==> src/rtl/niosii_system_onchip_memory_loader.sv <==
// Byte-stream loader: packs bytes little-endian into 32-bit words and writes them
// to consecutive word addresses of the on-chip memory, flagging address overflow.
module niosii_system_onchip_memory_loader #(
    parameter int ADDR_W = 13,
    parameter int DEPTH  = 6500
) (
    input  logic              clk,
    input  logic              reset,
    input  logic              start,
    input  logic [ADDR_W-1:0] start_addr,
    input  logic [7:0]        in_data,
    input  logic              in_valid,
    input  logic              in_last,
    output logic              in_ready,
    output logic [ADDR_W-1:0] mem_address,
    output logic [3:0]        mem_byteenable,
    output logic              mem_chipselect,
    output logic              mem_write,
    output logic [31:0]       mem_writedata,
    output logic              mem_clken,
    output logic              busy,
    output logic              done,
    output logic              error,
    output logic [ADDR_W-1:0] word_count
);

    localparam logic [ADDR_W:0] LP_DEPTH = (ADDR_W+1)'(DEPTH);

    typedef enum logic [2:0] {S_IDLE, S_PACK, S_WRITE, S_DRAIN, S_DONE} state_t;

    state_t            r_state;
    state_t            w_next;
    logic [ADDR_W-1:0] r_addr;
    logic [1:0]        r_byte_idx;
    logic [31:0]       r_pack;
    logic [3:0]        r_mask;
    logic              r_last;
    logic              r_mem_write;
    logic [ADDR_W-1:0] r_mem_address;
    logic [31:0]       r_mem_writedata;
    logic [3:0]        r_mem_byteenable;
    logic              r_error;
    logic [ADDR_W-1:0] r_word_count;

    logic              w_accept;
    logic              w_word_end;
    logic              w_start_bad;
    logic              w_wrap;
    logic [ADDR_W:0]   w_addr_inc;
    logic [31:0]       w_lane_data;
    logic [3:0]        w_lane_mask;

    assign in_ready       = (r_state == S_PACK) || (r_state == S_DRAIN);
    assign busy           = (r_state != S_IDLE);
    assign done           = (r_state == S_DONE);
    assign mem_clken      = 1'b1;
    assign mem_write      = r_mem_write;
    assign mem_chipselect = r_mem_write;
    assign mem_address    = r_mem_address;
    assign mem_writedata  = r_mem_writedata;
    assign mem_byteenable = r_mem_byteenable;
    assign error          = r_error;
    assign word_count     = r_word_count;

    assign w_accept    = in_valid & in_ready;
    assign w_word_end  = w_accept && (r_state == S_PACK) && ((r_byte_idx == 2'd3) || in_last);
    assign w_start_bad = ({1'b0, start_addr} >= LP_DEPTH);
    assign w_addr_inc  = {1'b0, r_addr} + (ADDR_W+1)'(1);
    assign w_wrap      = (w_addr_inc == LP_DEPTH);
    assign w_lane_data = {24'd0, in_data} << {r_byte_idx, 3'b000};
    assign w_lane_mask = 4'b0001 << r_byte_idx;

    always_ff @(posedge clk or posedge reset) begin
        if (reset) r_state <= S_IDLE;
        else       r_state <= w_next;
    end

    always_comb begin
        w_next = r_state;
        case (r_state)
            S_IDLE:  if (start) w_next = w_start_bad ? S_DRAIN : S_PACK;
            S_PACK:  if (w_word_end) w_next = S_WRITE;
            S_WRITE: w_next = r_last ? S_DONE : (w_wrap ? S_DRAIN : S_PACK);
            S_DRAIN: if (w_accept && in_last) w_next = S_DONE;
            S_DONE:  w_next = S_IDLE;
            default: w_next = S_IDLE;
        endcase
    end

    // Memory port is loaded on the edge that completes a word so the write strobe
    // comes straight from a flop during the WRITE cycle.
    always_ff @(posedge clk or posedge reset) begin
        if (reset) begin
            r_addr           <= '0;
            r_byte_idx       <= '0;
            r_pack           <= '0;
            r_mask           <= '0;
            r_last           <= 1'b0;
            r_mem_write      <= 1'b0;
            r_mem_address    <= '0;
            r_mem_writedata  <= '0;
            r_mem_byteenable <= '0;
            r_error          <= 1'b0;
            r_word_count     <= '0;
        end else begin
            case (r_state)
                S_IDLE: begin
                    if (start) begin
                        r_addr       <= start_addr;
                        r_word_count <= '0;
                        r_error      <= w_start_bad;
                        r_byte_idx   <= '0;
                        r_pack       <= '0;
                        r_mask       <= '0;
                        r_last       <= 1'b0;
                    end
                end
                S_PACK: begin
                    if (w_accept) begin
                        r_byte_idx <= r_byte_idx + 2'd1;
                        if (w_word_end) begin
                            r_mem_write      <= 1'b1;
                            r_mem_address    <= r_addr;
                            r_mem_writedata  <= r_pack | w_lane_data;
                            r_mem_byteenable <= r_mask | w_lane_mask;
                            r_last           <= in_last;
                            r_pack           <= '0;
                            r_mask           <= '0;
                        end else begin
                            r_pack <= r_pack | w_lane_data;
                            r_mask <= r_mask | w_lane_mask;
                        end
                    end
                end
                S_WRITE: begin
                    r_mem_write  <= 1'b0;
                    r_addr       <= r_addr + ADDR_W'(1);
                    r_word_count <= r_word_count + ADDR_W'(1);
                    if (!r_last && w_wrap) r_error <= 1'b1;
                end
                default: ;
            endcase
        end
    end

endmodule

==> config.mk <==
export PLATFORM = sky130hd
export DESIGN_NAME = niosii_system_onchip_memory_loader
export DESIGN_NICKNAME = d
export VERILOG_FILES = /design/src/rtl/niosii_system_onchip_memory_loader.sv
export SDC_FILE = /design/constraint.sdc
export NUM_CORES = 1
export LEC_CHECK = 0
export CELL_PAD_IN_SITES_DETAIL_PLACEMENT = 0
export CELL_PAD_IN_SITES_GLOBAL_PLACEMENT = 2
export CORE_MARGIN = 2
export CORE_UTILIZATION = 29
export CTS_CLUSTER_SIZE = 10
export DETAILED_ROUTE_END_ITERATION = 6
export GPL_TIMING_DRIVEN = 0
export PLACE_DENSITY = 0.86
export SLEW_MARGIN = 25
export SYNTH_ARGS = -nofsm -noshare
export SYNTH_HDL_FRONTEND = slang
export SYNTH_SLANG_ARGS = --single-unit
==> constraint.sdc <==
create_clock -name clk -period 3.8 [get_ports clk]
set_input_delay 0.57 -clock clk [delete_from_list [all_inputs] [get_ports clk]]
set_output_delay 0.57 -clock clk [all_outputs]
set_load 0.005 [all_outputs]
==> results.json <==
{
  "status": "completed",
  "synthCells": 549,
  "yosysWarnings": 0,
  "worst_setup_path_start_kind": "flop",
  "clock_path_buffers": 2,
  "maxCapViolCount": 0,
  "whs_ps": 484,
  "ys_ff_latch": 119,
  "synth-async-reset-ratio_pct": 100,
  "synth_nets": 581,
  "synth_top_area_share_pct": 56.0,
  "utilization_pct": 39.5,
  "setup_ws_ps": 1350,
  "first_pass_iters": 6,
  "synthDistinctLibCells": 54,
  "crit_arrival_ps": 1880,
  "cts_setup_buffers": 0,
  "grt_usage_pct": 15.3,
  "floorplan.initialDensity_pct": 29.6,
  "synthFlopType": "dfrtp_1",
  "n_antenna_cell": 0,
  "remaining_drc_errors": 0,
  "power.total_mw": 6.13,
  "dieArea_um2": 19400,
  "final_hold_viol_count": 0,
  "r2r_cells": 6,
  "port_buffers": 85,
  "cp.required_ps": 3230,
  "h-tree-depth": 4,
  "synth.most_common_cell": "dfrtp_1",
  "ys_seq_area_share_pct": 56.0,
  "num_vias": 4464,
  "post-route-cell-area_um2": 7100,
  "clkTransAtPathRegs_ps": 50,
  "grt_first_pass_wirelength_um": 23700,
  "grtUsageMet3_pct": 4.71,
  "area_delta_synth_final_pct": 33.6,
  "min_period_over_period_pct": 64.4,
  "via_per_inst": 4.99,
  "gp_congestion": 0.810,
  "nFillCells": 1775,
  "dp_hpwl_um": 10200,
  "grt_busiest_layer": "met2",
  "synthesis.area_um2": 5320,
  "clock_skew_ps": 8.11,
  "clock-root-buffer": "clkbuf_16",
  "relSlewSlack_pct": 54.4,
  "use_met1_pct": 20.5,
  "instances_no_fill": 894,
  "cts_tree": "done",
  "antenna_found_initial": 0,
  "ant_nets": 0,
  "finalNetCount": 686,
  "worstPathMaxFanout": 10,
  "insertion_delay_ps": 410,
  "drt-initial-drc-count": 212,
  "grt_max_degree": 74,
  "synth_common_cells": "119 x dfrtp_1, 110 x a21oi_1, 101 x nor2_1",
  "die_h_um": 139,
  "hold_class": "reg -> reg",
  "cts_made_buffers": 17,
  "cts_hold_buffers": 0,
  "die_w_um": 139,
  "synth_area_leaders": "dfrtp_1 56%, a21oi_1 10%, nor2_1 7.1%",
  "critPathCapture": "busy",
  "pre_cts_slack_ps": 1110,
  "crit_path_end_kind": "output port",
  "cp-startpoint": "r_state[0]",
  "clkSinkCount": 119,
  "place_area_um2": 6490,
  "post_drt_wl_per_cell_um": 16.3,
  "fmaxAchievable_ghz": 0.409,
  "grt.met2_usage_pct": 24.4,
  "worst_pin_slew_ps": 681,
  "power_density_nw_per_um2": 863,
  "rows": 49,
  "ioPinCount": 95,
  "cellLeakagePower_nw": 3.03,
  "syn_avg_cell_area_um2": 9.68,
  "yosysTopAreaCell": "dfrtp_1",
  "synth_edf_count": 0,
  "drv_slew": 0,
  "drive_above_1_share_pct": 11.0,
  "grt_overflow": 0,
  "grt_pass1_vias": 4351,
  "placed_cells": 864,
  "rrSetupSlack_ps": 1400,
  "finalSetupViolCount": 0,
  "timing.rr.start": "r_state[2]",
  "critPathKind": "reg -> out",
  "rsz0062_at_grt": "no",
  "wl_um": 14500,
  "fp.coreArea_um2": 18000,
  "ir_worst_vdd_mv": 0.362,
  "cts_resized": 0,
  "r2r_end": "mem_writedata[23]",
  "setup-tns-final_ps": 0,
  "finalCriticalPeriod_ps": 2450
}
## kinds of logic after synthesis
| group | share of synthesized area (%) |
|---|---|
| and+or+nand+nor | 16.8 |
| buffers and inverters | 3.60 |
| muxes | 2.94 |
| DFF | 56.0 |
| adders and majority gates | 1.41 |
| xor gates and xnor gates | 0.494 |
| other | 0.0706 |
| AOI/OAI and AO/OA | 18.6 |
## power by group
| part | leakage (nW) | total [mW] | switching [mW] | internal, mW |
|---|---|---|---|---|
| Sequential | 1.50 | 2.21 | 0.412 | 1.79 |
| Clock | 0.305 | 1.67 | 0.555 | 1.11 |
| Combinational | 1.22 | 2.26 | 1.13 | 1.13 |
| Total | 3.03 | 6.13 | 2.10 | 4.04 |
## worst min path at each step
stage                   start              to  cells after the start
4_1_cts        word_count[12]  word_count[12]                      1
2_1_floorplan       r_mask[0]       r_mask[0]                      2
3_5_place_dp       r_pack[31]      r_pack[31]                      2
6_report       word_count[12]  word_count[12]                      1
5_1_grt             r_pack[8]       r_pack[8]                      2
3_3_place_gp   word_count[12]  word_count[12]                      1
## placed cells by master, fill, tap and decap left out, drive strengths merged, types with 6 or more instances in the layout
| cell | instances |
|---|---|
| ha | 6 |
| mux2 | 13 |
| o21ai | 32 |
| nor2b | 7 |
| a221o | 6 |
| dfrtp | 119 |
| nand3 | 16 |
| nand4 | 6 |
| a21oi | 112 |
| clkdlybuf4s50 | 85 |
| clkbuf | 34 |
| nor2 | 102 |
| inv | 6 |
| nor3 | 8 |
| nand2 | 36 |
| buf | 25 |
## registers in the layout (all words and copies together), names as in the netlist
name	cells
error	1
mem_address	13
mem_byteenable	4
mem_chipselect	1
mem_writedata	32
r_addr	13
r_byte_idx	2
r_last	1
r_mask	4
r_pack	32
r_state	3
word_count	13
## worst max-delay path: stages (launching register included)
cell and delay, ps:
dfrtp_1 370, clkbuf_1 200, nor3_1 300, inv_1 140, clkdlybuf4s50_1 470
## layer usage
layer  wire [um]  up-vias
met5           0        -
met4          83        0
met3         681        9
met2        6900      119
met1        6870     2191
li1            -     2145
## cell type report
class	instances	area [um2]	share of cell area [%]
Sequential cell	119	2980	41.9
Multi-Input combinational cell	389	2150	30.2
Timing Repair Buffer	86	878	12.4
Clock buffer	23	498	7.01
Tap cell	229	287	4.03
Buffer	35	169	2.38
Clock inverter	7	118	1.66
Inverter	6	30.0	0.423
Power figures use the tool's default switching activity.
